--- src/rtl/fetch_unit.sv ---
// Program counter / fetch sequencer with a writable branch-target LUT.
// Optional RUN-cycle counter enabled by defining FETCH_CYCLE_CNT_EN.
module fetch_unit #(
    parameter int PC_W       = 10,
    parameter int LUT_AW     = 5,
    parameter int START_ADDR = 0
) (
    input  logic              Clk,
    input  logic              Reset,
    input  logic              Start,
    input  logic              Halt,
    input  logic              jump_en,
    input  logic              branch_en,
    input  logic              ZERO,
    input  logic [LUT_AW-1:0] LutIdx,
    input  logic              LutWe,
    input  logic [LUT_AW-1:0] LutWAddr,
    input  logic [PC_W-1:0]   LutWData,
    output logic [PC_W-1:0]   ProgCtr,
    output logic              Running,
    output logic              Done,
    output logic [15:0]       CycleCnt
);

    localparam int LUT_N = 2 ** LUT_AW;
    localparam logic [PC_W-1:0] START_PC = PC_W'(START_ADDR);

    typedef enum logic [1:0] {
        ST_IDLE = 2'd0,
        ST_RUN  = 2'd1,
        ST_DONE = 2'd2
    } state_t;

    state_t            state_q, state_d;
    logic [PC_W-1:0]   pc_q, pc_d;
    logic [PC_W-1:0]   lut_q [LUT_N];
    logic [PC_W-1:0]   lut_d [LUT_N];
    logic              running_q, running_d;
    logic              done_q, done_d;
    logic [PC_W-1:0]   target_s;

    // Jump target is read from the LUT contents before any same-cycle write.
    assign target_s = lut_q[LutIdx];

    // Next-state, next-PC and LUT write logic.
    always_comb begin
        state_d = state_q;
        pc_d    = pc_q;
        lut_d   = lut_q;
        if (LutWe) begin
            lut_d[LutWAddr] = LutWData;
        end else begin
            lut_d = lut_q;
        end
        case (state_q)
            ST_IDLE: begin
                pc_d = START_PC;
                if (Start) begin
                    state_d = ST_RUN;
                end else begin
                    state_d = ST_IDLE;
                end
            end
            ST_RUN: begin
                if (Halt) begin
                    state_d = ST_DONE;
                end else if (jump_en) begin
                    pc_d = target_s;
                end else if (branch_en && ZERO) begin
                    pc_d = target_s;
                end else begin
                    pc_d = pc_q + {{(PC_W-1){1'b0}}, 1'b1};
                end
            end
            ST_DONE: begin
                if (Start) begin
                    state_d = ST_RUN;
                    pc_d    = START_PC;
                end else begin
                    state_d = ST_DONE;
                end
            end
            default: begin
                state_d = ST_IDLE;
                pc_d    = START_PC;
            end
        endcase
        running_d = (state_d == ST_RUN);
        done_d    = (state_d == ST_DONE);
    end

    // State, PC, status and LUT registers.
    always_ff @(posedge Clk) begin
        if (Reset) begin
            state_q   <= ST_IDLE;
            pc_q      <= START_PC;
            running_q <= 1'b0;
            done_q    <= 1'b0;
            for (int i = 0; i < LUT_N; i++) begin
                lut_q[i] <= '0;
            end
        end else begin
            state_q   <= state_d;
            pc_q      <= pc_d;
            running_q <= running_d;
            done_q    <= done_d;
            for (int i = 0; i < LUT_N; i++) begin
                lut_q[i] <= lut_d[i];
            end
        end
    end

    assign ProgCtr = pc_q;
    assign Running = running_q;
    assign Done    = done_q;

`ifdef FETCH_CYCLE_CNT_EN
    logic [15:0] cnt_q, cnt_d;

    // Saturating count of edges spent in RUN; cleared by an accepted Start.
    always_comb begin
        cnt_d = cnt_q;
        if (state_q == ST_RUN) begin
            if (cnt_q != 16'hFFFF) begin
                cnt_d = cnt_q + 16'd1;
            end else begin
                cnt_d = cnt_q;
            end
        end else if (Start) begin
            cnt_d = 16'd0;
        end else begin
            cnt_d = cnt_q;
        end
    end

    // Cycle counter register.
    always_ff @(posedge Clk) begin
        if (Reset) begin
            cnt_q <= 16'd0;
        end else begin
            cnt_q <= cnt_d;
        end
    end

    assign CycleCnt = cnt_q;
`else
    assign CycleCnt = 16'h0000;
`endif

endmodule

--- config.mk ---
export PLATFORM = sky130hd
export DESIGN_NAME = fetch_unit
export DESIGN_NICKNAME = d
export VERILOG_FILES = /design/src/rtl/fetch_unit.sv
export SDC_FILE = /design/constraint.sdc
export NUM_CORES = 1
export LEC_CHECK = 0
export ABC_AREA = 1
export CAP_MARGIN = 20
export CORE_MARGIN = 3
export CORE_UTILIZATION = 35
export CTS_CLUSTER_DIAMETER = 200
export CTS_CLUSTER_SIZE = 12
export DETAILED_ROUTE_END_ITERATION = 10
export GPL_ROUTABILITY_DRIVEN = 1
export PLACE_DENSITY = 0.58
export RECOVER_POWER = 50
export SLEW_MARGIN = 10
export SYNTH_ARGS = -nofsm -noshare
export SYNTH_HDL_FRONTEND = slang
export SYNTH_SLANG_ARGS = --single-unit
--- constraint.sdc ---
create_clock -name Clk -period 1.5 [get_ports Clk]
set_input_delay 0.225 -clock Clk [delete_from_list [all_inputs] [get_ports Clk]]
set_output_delay 0.225 -clock Clk [all_outputs]
set_load 0.02 [all_outputs]
# [Word-level counts from Yosys, hierarchy flattened]
# Index checks and enable logic that the tools add are counted.
[totals] regBits=334 latch_bits=0 mem_bits_rw=0 mem_bits_ro=0 in_bits=28 output_inout_bits=28 elab_cells=67 n_memories=0
[classes] add_sub_neg=1 multipliers=0 div=0 order_cmp=3 n_eq_ne=6 n_shift=0 muxes=15 bitwise=2 reduce_logical=4
[ops] operator="$bwmux W320" n=1
[ops] operator="$mux W10" n=7
[ops] operator="$bmux W10 S5" n=1
[ops] operator="$demux W10 S5" n=1
[ops] operator="$pmux W10 S2" n=1
[ops] operator="$ge A6 B6 Y1 const B" n=2
[ops] operator="$not A5 Y6" n=2
[ops] operator="$add A10 B1 Y10 const B" n=1
[ops] operator="$lt A6 B1 Y1 const B" n=1
[ops] operator="$pmux W2 S3" n=1
[ops] operator="$eq A2 B1 Y1 const B" n=2
[ops] operator="$eq A2 B2 Y1 const B" n=2
[ops] operator="$mux W2" n=2
[ops] operator="$ne A2 B2 Y1 const B" n=2
[ops] operator="$logic_and A1 B1 Y1" n=2
[ops] operator="$logic_not A2 Y1" n=1
[ops] operator="$reduce_and A2 Y1" n=1
[ops] operator="$mux W1" n=1

# [Longest topological paths before layout]
[depth] ltp_word=8 mapped_depth=13 mapped_depth_nobuf=10

# [Least setup slack after synthesis]
# OpenSTA, ideal clock, no wires.
[synth_timing] path_kind="reg-to-reg" from="register pc_q[0] (netlist: ProgCtr[0])" to="register pc_q[8] (netlist: ProgCtr[8])" setup_time_ns=0.059 t_arrival_ns=1.405 required_time_ns=1.441 setup_slack_ns=0.037 path_stages_with_launch=10 path_buffers=0 period_less_slack_ns=1.463 cell_sequence="dfxtp_1 > ha_1 > nand3_1 > nor2_1 > nand3_1 > o21ai_0 > a21oi_1 > nor2_1 > nand2_1 > nand2_1"
[synth_via] elab_chain_len=5
[synth_rtl] item="start: declaration" line_no="35" text="logic [PC_W-1:0] pc_q, pc_d;"
[synth_rtl] item="start signal: assignment" line_no="104" text="pc_q <= pc_d;"
[synth_rtl] item="$add A10 B1 Y10" line_no="72" text="pc_d = pc_q + {{(PC_W-1){1'b0}}, 1'b1};"
[synth_rtl] item="$mux W10" line_no="69" text="end else if (branch_en && ZERO) begin"
[synth_rtl] item="$mux W10" line_no="67" text="end else if (jump_en) begin"
[synth_rtl] item="$mux W10" line_no="65" text="if (Halt) begin"
[synth_rtl] item="$pmux W10 S2" line_no="55" text="case (state_q)"
# No other way between the ends. The select of a mux whose other input is x is not followed.
# A chain may end at the register's enable or synchronous reset.

==> impl_summary.txt <==
----------------------------------------------------
[Detailed routing]
  Number of remaining DRC errors ... 0
  Detailed-routing iteration count for the pre-antenna-repair pass ... 7
  Violation count after the first detailed-route iteration ... 1267
  Routed Wire Length ... 47900 um
  Ratio of routed vias to standard cells ... 4.95
  Via count ... 14795
  Residual antenna-violating net count after detailed routing ... 0
  Routed wirelength normalized by instance count ... 16.0 um

[Clocking]
  TritonCTS clock tree ... yes
  Buffer levels on the longest clock path ... 3
  TritonCTS buffer count ... 31
  Root Driver ... clkbuf_16
  # H-tree levels ... 1
  Clock slew at reported path FFs ... 0.06 ns
  Number of sinks on the clock net ... 334
  Worst-skew pair later-pin latency ... 0.59 ns

[Die]
  Num rows ... 77
  Starting density of the core ... 35.5%
  Floorplan die area ... 47600 um2
  Core outline area ... 44300 um2
  Horizontal extent of the die ... 218 um
  I/O pins ... 56
  Die outline height ... 218 um

[Finish]
  Fraction of final layout cells with drive strength greater than 1 ... 12.4%
  Area Overhead vs Synth ... 18.8%
  Utilization of the core after routing ... 42.2%
  Post-route insts no fill ... 2987
  Layout filler cell count ... 4595
  Register Area ... 6700 um2
  Area of combinational cells with multiple inputs ... 6800 um2
  Final Net Count ... 2423

[Timing]
  Setup repair after global routing missed its margin ... true
  Total count of hold-check failures in the final report ... 0
  Relative max-transition margin ... 65.6%
  Part of the cycle the worst path needs ... 97.4%
  Post-route worst setup slack ... 0.0385 ns
  Setup TNS ... 0 ns
  Max frequency ... 684 MHz
  Actual transition at the worst max-transition pin ... 0.515 ns
  Pins over their slew limit ... 0
  Final setup violation count ... 0
  Min cycle time layout ... 1.46 ns
  Clock Skews ... 0.0236 ns

[Global route]
  Largest net degree at the start of global routing ... 34
  All-layer global routing usage ... 19.6%
  Wire length of the first global-routing pass ... 74700 um
  Initial antenna violation count ... 2
  Number of global-route vias before repair ... 13586
  GR Overflow Total ... 0

[Logic synthesis]
  Leading cell type by number of instances after synthesis ... nand2_1
  Synth Warn # ... 0
  Count of flip-flops with a built-in enable after synthesis ... 0
  Ys async rst share ... 0%
  Number of flip-flops and latches in the synthesized netlist ... 334
  Cell Area, Synth ... 15700 um2
  Count of cell types in the netlist ... 27
  Register area share after synthesis ... 42.5%
  Yosys top cell area share ... 42.5%
  Top cells by area in the synthesized netlist ... dfxtp_1 (42%), o21ai_0 (10%), a21oi_1 (9.6%)
  Top FF cell, synth ... dfxtp_1
  Cell count after synthesis ... 2335
  Average cell area after synthesis ... 6.74 um2
  Top cells by instance count after synthesis ... nand2_1 (367), inv_1 (345), dfxtp_1 (334), o21ai_0 (315), a21oi_1 (302)
  Post-synthesis cell type with the largest combined area ... dfxtp_1

[Setup path]
  Critical Path End Type ... register
  Category of the critical setup timing path ... in -> reg
  Reg2reg path depth ... 10
  Data required, critical path ... 1.95 ns
  Reg-to-reg slack, setup ... 0.09 ns
  Arrival @ worst endpoint ... 1.92 ns
  Worst reg2reg path startpoint ... lut_q[104]$_SDFFE_PP0P_
  Worst r2r dst ... ProgCtr[4]$_SDFFE_PP0P_
  Kind of start point of the critical path ... primary input
  Peak fanout along the critical path ... 19

[Worst hold path]
  Worst min-delay path category ... in -> reg
  Endpoint, Worst Hold ... Running$_SDFF_PP0_
  Cell depth of the worst hold path ... 4
  Startpoint of the tightest hold check path ... Start

[Run]
  Maximum Capacitance Violations ... 0

[Run status]
  Outcome ... completed

[Place]
  Worst Setup Slack post-DPL ... -0.670 ns
  Cell Count Post-Placement ... 2936
  Global placer's final weighted congestion ... 0.837
  HPWL reported at the end of detailed placement ... 31300 um
  PortBufs ... 39

[Power]
  Power per cell area ... 979 nW/um2
  Sum of internal, switching and leakage power ... 18.3 mW
  Worst vdd ir ... 0.000872 V
  Cell leakage power ... 7.61 nW

----------------------------------------------------
-- report_power, final --
| group | internal, mW | total, mW | leakage [nW] | switching (mW) |
|---|---|---|---|---|
| Combinational | 0.841 | 2.31 | 4.51 | 1.46 |
| Sequential | 8.99 | 9.03 | 2.70 | 0.0396 |
| Clock | 3.67 | 6.97 | 0.394 | 3.30 |
| Total | 13.5 | 18.3 | 7.61 | 4.81 |
-- repair_timing --
| item | 4_1_cts | 5_1_grt |
|---|---|---|
| pin swaps | 0 | 2 |
| resized for setup | 41 | 74 |
| setup endpoints to repair | 36 | 220 |
| hold buffers | 0 | 0 |
| setup buffers | 0 | 14 |
| hold endpoints to repair | 0 | 0 |
| gates cloned | 0 | 3 |
-- cells by family after synthesis --
group                      count (synthesis)  synth area share, %
other                                      1               0.0238
adders and majority gates                  1               0.0794
and+or+nand+nor                          790                 21.4
AOI/OAI and AO/OA                        639                 20.5
xor gates and xnor gates                   4                0.223
buffers and inverters                    566                 15.3
DFF                                      334                 42.5
-- layout by cell type (no fill, tap or decap), types with 2 or more instances in the layout --
| master | count |
|---|---|
| a21oi_1 | 301 |
| buf_12 | 45 |
| buf_2 | 3 |
| buf_4 | 127 |
| clkbuf_16 | 31 |
| clkbuf_4 | 2 |
| clkdlybuf4s15_2 | 7 |
| clkdlybuf4s50_1 | 24 |
| clkinvlp_4 | 8 |
| conb_1 | 16 |
| dfxtp_1 | 325 |
| dfxtp_2 | 8 |
| dlygate4sd2_1 | 2 |
| inv_1 | 324 |
| inv_2 | 26 |
| inv_4 | 5 |
| inv_6 | 2 |
| nand2_1 | 366 |
| nand3_1 | 275 |
| nand3_2 | 4 |
| nor2_1 | 115 |
| nor2_2 | 8 |
| nor2_4 | 7 |
| nor3_1 | 8 |
| nor3_2 | 6 |
| o211ai_1 | 9 |
| o21ai_0 | 301 |
| o21ai_1 | 24 |
| o31ai_1 | 2 |
| xor2_1 | 3 |
-- worst max-delay path: stages --
cell and delay, ns:
clkdlybuf4s50_1 0.51, inv_1 0.11, nor3_2 0.19, inv_2 0.16
buf_4 0.18, nor2_2 0.12, inv_2 0.14, o21ai_0 0.20
a21oi_1 0.06
-- per-stage QoR --
step	area [um2]	hold WS, ns
floorplan	15800	0.294
global placement	17600	0.435
detailed placement	17600	0.440
CTS	18400	0.364
global route	18700	0.390
finish	18700	0.362
-- worst max-delay path by stage --
| stage | cells past startpoint | slack (ns) | from | endpoint |
|---|---|---|---|---|
| 2_1_floorplan | 9 | 0.04 | ProgCtr[0]$_SDFFE_PP0P_ | ProgCtr[8]$_SDFFE_PP0P_ |
| 3_5_place_dp | 8 | -0.67 | LutWe | lut_q[286]$_SDFFE_PP0P_ |
| 5_1_grt | 9 | -0.05 | LutWe | lut_q[15]$_SDFFE_PP0P_ |
| 4_1_cts | 8 | 0.008 | LutWe | lut_q[209]$_SDFFE_PP0P_ |
| 3_3_place_gp | 9 | -0.66 | LutWe | lut_q[301]$_SDFFE_PP0P_ |
| 6_report | 9 | 0.04 | LutWe | lut_q[15]$_SDFFE_PP0P_ |
-- registers in the layout (all words and copies together) (netlist names) --
name and cells:
state_q 2, Done 1, Running 1, ProgCtr 10, lut_q 320
-- area by class of cell --
| class | count | area share (%) |
|---|---|---|
| multi-input combinational | 1450 | 36.4 |
| antenna | 1 | 0.0134 |
| inverter | 362 | 7.46 |
| clock inverter | 1 | 0.0468 |
| tap | 592 | 3.96 |
| timing repair buffer | 212 | 12.0 |
| clock buffer | 32 | 4.22 |
| timing repair inverter | 3 | 0.120 |
| sequential | 334 | 35.8 |
-- routing by layer --
layer / vias up / wire [um] / GRT usage [%]
li1: 7547 / - / -
met1: 6778 / 21900 / 26.9
met2: 385 / 21900 / 32.2
met3: 85 / 2450 / 2.34
met4: 0 / 1600 / 6.50
met5: - / 0 / 0
Note: power is estimated with default switching activity, not from simulation.
